`src/rtl/i2c_ioexp_target.sv`:
```
`default_nettype none
// ============================================================================
// Module   : i2c_ioexp_target
// Brief    : I2C target acting as a two-port, 8-register GPIO expander
//            (input / output / polarity / config register pairs).
//            Define I2C_IOEXP_INT_EN to add the input-change interrupt on
//            int_n; otherwise int_n is tied high.
// Revision : 1.0 - initial release
// ============================================================================
module i2c_ioexp_target #(
  parameter logic [6:0] DEV_ADDR    = 7'h24,
  parameter int         SYNC_STAGES = 2       // legal range 2..4
) (
  input  logic       clk,
  input  logic       reset_n,
  input  logic       scl_i,
  input  logic       sda_i,
  output logic       sda_oe,
  input  logic [7:0] port0_in,
  input  logic [7:0] port1_in,
  output logic [7:0] port0_out,
  output logic [7:0] port1_out,
  output logic [7:0] port0_ddr,
  output logic [7:0] port1_ddr,
  output logic       int_n
);

  typedef enum logic [3:0] {
    ST_IDLE     = 4'd0,
    ST_ADDR     = 4'd1,
    ST_ADDR_ACK = 4'd2,
    ST_PTR      = 4'd3,
    ST_PTR_ACK  = 4'd4,
    ST_WR       = 4'd5,
    ST_WR_ACK   = 4'd6,
    ST_RD       = 4'd7,
    ST_RD_ACK   = 4'd8,
    ST_IGNORE   = 4'd9
  } state_e;

  logic [SYNC_STAGES-1:0] scl_sync_q, sda_sync_q;
  logic                   scl_prev_q, sda_prev_q;
  logic                   w_scl, w_sda, w_scl_rise, w_scl_fall, w_start, w_stop;

  state_e     state_q,   state_d;
  logic [3:0] bit_cnt_q, bit_cnt_d;
  logic [7:0] rx_q,      rx_d;
  logic [6:0] tx_q,      tx_d;       // bits still to send after the one on the bus
  logic       sda_oe_q,  sda_oe_d;
  logic [2:0] ptr_q,     ptr_d;
  logic       rw_q,      rw_d;
  logic       mack_q,    mack_d;
  logic [7:0] out0_q, out0_d, out1_q, out1_d;
  logic [7:0] pol0_q, pol0_d, pol1_q, pol1_d;
  logic [7:0] cfg0_q, cfg0_d, cfg1_q, cfg1_d;
  logic [7:0] w_rd_data;

  // Bus line synchronisers plus one delayed copy for edge detection; idle-high reset
  always_ff @(posedge clk or negedge reset_n) begin
    if (!reset_n) begin
      scl_sync_q <= '1;
      sda_sync_q <= '1;
      scl_prev_q <= 1'b1;
      sda_prev_q <= 1'b1;
    end else begin
      scl_sync_q <= {scl_sync_q[SYNC_STAGES-2:0], scl_i};
      sda_sync_q <= {sda_sync_q[SYNC_STAGES-2:0], sda_i};
      scl_prev_q <= w_scl;
      sda_prev_q <= w_sda;
    end
  end

  assign w_scl      = scl_sync_q[SYNC_STAGES-1];
  assign w_sda      = sda_sync_q[SYNC_STAGES-1];
  assign w_scl_rise =  w_scl & ~scl_prev_q;
  assign w_scl_fall = ~w_scl &  scl_prev_q;
  assign w_start    =  w_scl &  scl_prev_q &  sda_prev_q & ~w_sda;
  assign w_stop     =  w_scl &  scl_prev_q & ~sda_prev_q &  w_sda;

  // Register-file read mux; input registers are the live pins with polarity applied
  always_comb begin
    w_rd_data = 8'h00;
    case (ptr_q)
      3'd0:    w_rd_data = port0_in ^ pol0_q;
      3'd1:    w_rd_data = port1_in ^ pol1_q;
      3'd2:    w_rd_data = out0_q;
      3'd3:    w_rd_data = out1_q;
      3'd4:    w_rd_data = pol0_q;
      3'd5:    w_rd_data = pol1_q;
      3'd6:    w_rd_data = cfg0_q;
      default: w_rd_data = cfg1_q;
    endcase
  end

  // Protocol FSM: next state, shift registers, SDA drive and register commits
  always_comb begin
    state_d   = state_q;
    bit_cnt_d = bit_cnt_q;
    rx_d      = rx_q;
    tx_d      = tx_q;
    sda_oe_d  = sda_oe_q;
    ptr_d     = ptr_q;
    rw_d      = rw_q;
    mack_d    = mack_q;
    out0_d    = out0_q;
    out1_d    = out1_q;
    pol0_d    = pol0_q;
    pol1_d    = pol1_q;
    cfg0_d    = cfg0_q;
    cfg1_d    = cfg1_q;

    if (w_stop) begin
      state_d  = ST_IDLE;
      sda_oe_d = 1'b0;
    end else if (w_start) begin
      state_d   = ST_ADDR;
      sda_oe_d  = 1'b0;
      bit_cnt_d = 4'd0;
    end else begin
      unique case (state_q)
        ST_ADDR, ST_PTR, ST_WR: begin
          if (w_scl_rise) begin
            rx_d      = {rx_q[6:0], w_sda};
            bit_cnt_d = bit_cnt_q + 4'd1;
          end else if (w_scl_fall && (bit_cnt_q == 4'd8)) begin
            bit_cnt_d = 4'd0;
            if (state_q == ST_ADDR) begin
              if (rx_q[7:1] == DEV_ADDR) begin
                state_d  = ST_ADDR_ACK;
                sda_oe_d = 1'b1;
                rw_d     = rx_q[0];
              end else begin
                state_d  = ST_IGNORE;
              end
            end else if (state_q == ST_PTR) begin
              ptr_d    = rx_q[2:0];
              state_d  = ST_PTR_ACK;
              sda_oe_d = 1'b1;
            end else begin
              state_d  = ST_WR_ACK;
              sda_oe_d = 1'b1;
            end
          end
        end
        ST_ADDR_ACK: begin
          if (w_scl_fall) begin
            bit_cnt_d = 4'd0;
            if (rw_q) begin
              state_d  = ST_RD;
              tx_d     = w_rd_data[6:0];
              sda_oe_d = ~w_rd_data[7];
            end else begin
              state_d  = ST_PTR;
              sda_oe_d = 1'b0;
            end
          end
        end
        ST_PTR_ACK: begin
          if (w_scl_fall) begin
            state_d  = ST_WR;
            sda_oe_d = 1'b0;
          end
        end
        ST_WR_ACK: begin
          if (w_scl_fall) begin
            // Registers 0/1 are read-only: the byte is acknowledged but dropped
            case (ptr_q)
              3'd2:    out0_d = rx_q;
              3'd3:    out1_d = rx_q;
              3'd4:    pol0_d = rx_q;
              3'd5:    pol1_d = rx_q;
              3'd6:    cfg0_d = rx_q;
              3'd7:    cfg1_d = rx_q;
              default: ;
            endcase
            ptr_d    = {ptr_q[2:1], ~ptr_q[0]};
            state_d  = ST_WR;
            sda_oe_d = 1'b0;
          end
        end
        ST_RD: begin
          if (w_scl_rise) begin
            bit_cnt_d = bit_cnt_q + 4'd1;
          end else if (w_scl_fall) begin
            if (bit_cnt_q == 4'd8) begin
              state_d   = ST_RD_ACK;
              sda_oe_d  = 1'b0;
              bit_cnt_d = 4'd0;
              ptr_d     = {ptr_q[2:1], ~ptr_q[0]};
            end else begin
              sda_oe_d = ~tx_q[6];
              tx_d     = {tx_q[5:0], 1'b0};
            end
          end
        end
        ST_RD_ACK: begin
          if (w_scl_rise) begin
            mack_d = ~w_sda;
          end else if (w_scl_fall) begin
            if (mack_q) begin
              state_d  = ST_RD;
              tx_d     = w_rd_data[6:0];
              sda_oe_d = ~w_rd_data[7];
            end else begin
              state_d  = ST_IGNORE;
              sda_oe_d = 1'b0;
            end
          end
        end
        default: ;  // IDLE and IGNORE wait for START/STOP
      endcase
    end
  end

  // State and register-file flops
  always_ff @(posedge clk or negedge reset_n) begin
    if (!reset_n) begin
      state_q   <= ST_IDLE;
      bit_cnt_q <= 4'd0;
      rx_q      <= 8'h00;
      tx_q      <= 7'h00;
      sda_oe_q  <= 1'b0;
      ptr_q     <= 3'd0;
      rw_q      <= 1'b0;
      mack_q    <= 1'b0;
      out0_q    <= 8'hFF;
      out1_q    <= 8'hFF;
      pol0_q    <= 8'h00;
      pol1_q    <= 8'h00;
      cfg0_q    <= 8'hFF;
      cfg1_q    <= 8'hFF;
    end else begin
      state_q   <= state_d;
      bit_cnt_q <= bit_cnt_d;
      rx_q      <= rx_d;
      tx_q      <= tx_d;
      sda_oe_q  <= sda_oe_d;
      ptr_q     <= ptr_d;
      rw_q      <= rw_d;
      mack_q    <= mack_d;
      out0_q    <= out0_d;
      out1_q    <= out1_d;
      pol0_q    <= pol0_d;
      pol1_q    <= pol1_d;
      cfg0_q    <= cfg0_d;
      cfg1_q    <= cfg1_d;
    end
  end

  assign sda_oe    = sda_oe_q;
  assign port0_out = out0_q;
  assign port1_out = out1_q;
  assign port0_ddr = cfg0_q;
  assign port1_ddr = cfg1_q;

`ifdef I2C_IOEXP_INT_EN
  logic [7:0] p0_meta_q, p0_sync_q, p1_meta_q, p1_sync_q;
  logic [7:0] snap0_q, snap1_q, pend_q;
  logic       int_n_q;
  logic       w_rd_load, w_rd_done, w_in_reg;

  // A read of an input register captures the pins at load and adopts them as
  // the new reference when the byte's ACK slot begins
  assign w_in_reg  = (ptr_q[2:1] == 2'b00);
  assign w_rd_load = w_scl_fall & (((state_q == ST_ADDR_ACK) & rw_q) |
                                   ((state_q == ST_RD_ACK) & mack_q));
  assign w_rd_done = w_scl_fall & (state_q == ST_RD) & (bit_cnt_q == 4'd8);

  // Pin synchronisers, last-read snapshots and registered change detector
  always_ff @(posedge clk or negedge reset_n) begin
    if (!reset_n) begin
      p0_meta_q <= 8'h00;
      p0_sync_q <= 8'h00;
      p1_meta_q <= 8'h00;
      p1_sync_q <= 8'h00;
      snap0_q   <= 8'h00;
      snap1_q   <= 8'h00;
      pend_q    <= 8'h00;
      int_n_q   <= 1'b1;
    end else begin
      p0_meta_q <= port0_in;
      p0_sync_q <= p0_meta_q;
      p1_meta_q <= port1_in;
      p1_sync_q <= p1_meta_q;
      if (w_rd_load && w_in_reg) begin
        pend_q <= ptr_q[0] ? p1_sync_q : p0_sync_q;
      end
      if (w_rd_done && w_in_reg) begin
        if (ptr_q[0]) snap1_q <= pend_q;
        else          snap0_q <= pend_q;
      end
      int_n_q <= ~(|(((p0_sync_q ^ snap0_q) & cfg0_q) | ((p1_sync_q ^ snap1_q) & cfg1_q)));
    end
  end

  assign int_n = int_n_q;
`else
  assign int_n = 1'b1;
`endif

endmodule
`default_nettype wire
```
`config.mk`:
```
export PLATFORM = sky130hd
export DESIGN_NAME = i2c_ioexp_target
export DESIGN_NICKNAME = d
export VERILOG_FILES = /design/src/rtl/i2c_ioexp_target.sv
export SDC_FILE = /design/constraint.sdc
export NUM_CORES = 1
export LEC_CHECK = 0
export BUFFER_PORTS_ARGS = -buffer_cell sky130_fd_sc_hd__buf_2
export CAP_MARGIN = 25
export CORE_ASPECT_RATIO = 0.5
export CORE_MARGIN = 1.5
export CORE_UTILIZATION = 25
export CTS_CLUSTER_DIAMETER = 150
export CTS_CLUSTER_SIZE = 10
export DETAILED_ROUTE_END_ITERATION = 16
export SYNTH_ARGS = -nofsm -noshare
export SYNTH_HDL_FRONTEND = slang
export SYNTH_SLANG_ARGS = --single-unit
```
`constraint.sdc`:
```
create_clock -name clk -period 2.7 [get_ports clk]
set_input_delay 0.54 -clock clk [delete_from_list [all_inputs] [get_ports clk]]
set_output_delay 0.54 -clock clk [all_outputs]
set_load 0.005 [all_outputs]
```
==> summary.md <==
| Metric | Value |
|---|---|
| Outcome | `complete, no violations` |
| CTS tree | `yes` |
| Area leader, netlist | `dfrtp_1` |
| Diodes inserted | `0` |
| Synth area leaders | `dfrtp_1, dfstp_2, mux2_2` |
| Postcts setup bufs | `0` |
| Number of buffers created by CTS | `9` |
| Post-CTS Hold Fix Bufs | `0` |
| Gr busiest metal | `met2` |
| Final setup fails | `0` |
| Hold Crit Class | `in2async` |
| Sequential share of the synthesized area | `46.09%` |
| Critical path fanouts, max | `10` |
| R2R Setup Slk | `310 ps` |
| Final period util | `88.39%` |
| Critical Path Source Type | `flip-flop` |
| Setup WS pre-CTS | `323.3 ps` |
| Chip height | `99.02 um` |
| Crit path kind | `reg2reg` |
| Mapped Nets | `471` |
| Final Hold Vio Count | `0` |
| Synthesis-to-finish area growth | `19.46%` |
| VDD IR-drop max | `0.3970 mV` |
| Clk_skew | `8.426 ps` |
| Top-area cell type share of the netlist area | `24.43%` |
| Top-count cell post-synth | `mux2_2` |
| Worst path required time | `2920 ps` |
| Post-synthesis cell type count | `61` |
| Setup TNS | `0 ps` |
| DR pass1 iterations | `4` |
| Clock slew seen by the registers of the worst setup and hold paths | `60 ps` |
| Initial antenna violation count | `0` |
| Drt drc | `0` |
| Final GP Congestion | `0.8494` |
| Post-cts sizing count | `0` |
| Most frequent cells after synthesis | `mux2_2, dfrtp_1, dfstp_2, nand2_1, o21ai_0` |
| CTS H-Tree Depth | `3` |
| Clock root cell | `clkbuf_16` |
| Post-synth EDFFs | `0` |
| Die X | `195.0 um` |
| GRT overflow | `0` |
| Clock sinks | `83` |
| Iteration-0 DRC Markers | `222` |
| Core ar. | `17700 um2` |
| Worst hold slack | `179.1 ps` |
| Syn Inst Count | `446` |
| Share of layout cells above drive strength 1 | `38.25%` |
| Critical Path AT | `2610 ps` |
| Post-synth top flop | `dfrtp_1` |
| Worst slew pin tran | `643.0 ps` |
| Synth Register Bits | `83` |
| Grt met1 use | `17.46%` |
| Row count | `34` |
| Starting Density | `26.05%` |
| Met2 usage | `21.29%` |
| # fillers | `1843` |
| Max-cap violation count | `0` |
| Vias in the first global route | `3743` |
| GRT Overall Usage | `13.30%` |
| Delay of the slowest critical-path stage | `610 ps` |
| First-pass GRT wire length | `20040 um` |
| R2R depth | `5` |
| CP endpoint kind | `flip-flop` |
| Routed WL per cell | `16.78 um` |
| Clock latency on the worst-skew pair | `340 ps` |
| Num ports | `54` |
| Post-route ant nets | `0` |
| F_max | `419.0 MHz` |
| Buf+Inv Stages, Crit Path | `0` |
| Post-Syn Area | `4609 um2` |
| M3 GR Usage | `2.635%` |
| HPWL Detailed | `8978 um` |
| Nets | `522` |
| Fin util | `31.12%` |
| Fin crit period | `2386 ps` |
| Pleak | `0.002393 uW` |
| Power per Cell Area | `787.2 nW/um2` |
| Vias/cell | `4.966` |
| Crit Reg-Reg Endpoint | `pol0_q[4]` |
| Synth Area per Inst | `10.34 um2` |
| Slew margin rel. | `57.13%` |
| Max stage delay cell, worst path | `dfstp_2` |
| Total number of vias | `3655` |
| Total Power | `4335 uW` |
| Final worst slack | `313.6 ps` |
| Slew Limit Fails | `0` |
| Pin count of the biggest net entering global routing | `42` |
| Total wire length | `12350 um` |
| Crit path cell chain | `xor2_1 -> and2_1 -> or3_1 -> nor3_4 -> mux2_2` |
| Unrepaired setup endpoints after global routing | `no` |
| Syn. warnings | `0` |
| CP delay by family, top | `simple AND/OR/NAND/NOR gates` |
| Clock Tree Buf Depth | `2` |
| # port buffers | `52` |
| Async S/R FF share, synth | `100.0%` |
| Worst R2R Start | `sda_sync_q[1]` |
| DIE AREA | `19310 um2` |
## kinds of logic after synthesis
group,count (synthesis),synth area share [%]
other cells,1,0.08136
flops,83,46.09
buf+inv,47,4.207
compound gates,100,14.20
simple gates,127,14.74
mux,71,17.05
fa+ha+maj,5,1.357
xor+xnor,12,2.280
## cell usage in the layout, fill, tap and decap left out, types with 3 or more instances in the layout
master and n:
mux2i_1 11, a31oi_1 5, buf_4 19, a22oi_1 7
dfstp_2 38, o31ai_1 5, buf_2 51, o211ai_1 7
nor2_1 19, o21ai_0 27, o22ai_1 4, nand2_1 38
nand3_1 19, nor2b_1 6, inv_1 15, a211oi_1 4
clkbuf_16 9, mux2_2 59, a221o_1 3, and3_1 6
nor3_1 7, dfrtp_1 45, nand2b_1 8, and2_1 3
ha_1 5, xor2_1 5, nand3b_1 5, xnor2_1 7
a21oi_1 20
## state kept, by name, summed over array words and instances, names as in the netlist, 3 cells and up
name       flops
pol0_q         8
pol1_q         8
port0_ddr      8
port0_out      8
port1_ddr      8
port1_out      8
rx_q           8
tx_q           7
bit_cnt_q      4
state_q        4
ptr_q          3
## area by class of cell
| class | count | area (um2) | share of cell area, % |
|---|---|---|---|
| inverter | 16 | 60.06 | 1.091 |
| timing repair buffer | 71 | 417.9 | 7.589 |
| multi-input combinational | 316 | 2291 | 41.60 |
| sequential | 83 | 2125 | 38.58 |
| tap | 234 | 292.8 | 5.317 |
| clock buffer | 11 | 252.7 | 4.590 |
| clock inverter | 5 | 67.56 | 1.227 |
## metal layers
layer,up-vias,wire length (um)
met4,0,331
li1,1718,-
met5,-,0
met2,69,5723
met3,23,499
met1,1845,5796
## how the worst max path moves through the flow
stage | slack (ps) | startpoint | cells past startpoint | to
after floorplan | 360 | scl_prev_q | 8 | state_q[0]
after global placement | 360 | sda_sync_q[1] | 5 | pol0_q[3]
after detailed placement | 320 | sda_sync_q[1] | 5 | pol1_q[4]
after CTS | 310 | sda_sync_q[1] | 5 | pol1_q[4]
after global routing | 180 | scl_prev_q | 7 | state_q[0]
final | 310 | sda_sync_q[1] | 5 | pol0_q[4]
## per-stage QoR
step                cell area (um2)  std cells
finish                         5507        736
global route                   5507        736
CTS                            5507        736
detailed placement             5186        720
global placement               5186        720
floorplan                      4609        446
## power breakdown
group          internal, uW  leakage [uW]  switching (uW)
clock                   781      0.000158             534
combinational           559       0.00124             823
sequential             1400      0.000995             236
total                  2740       0.00239            1590
## worst reg2reg max path, stage by stage (launching register included)
cell,delay [ps]
dfstp_2,610
xor2_1,100
and2_1,200
or3_1,520
nor3_4,450
mux2_2,390
Note: power is estimated with default switching activity, not from simulation.
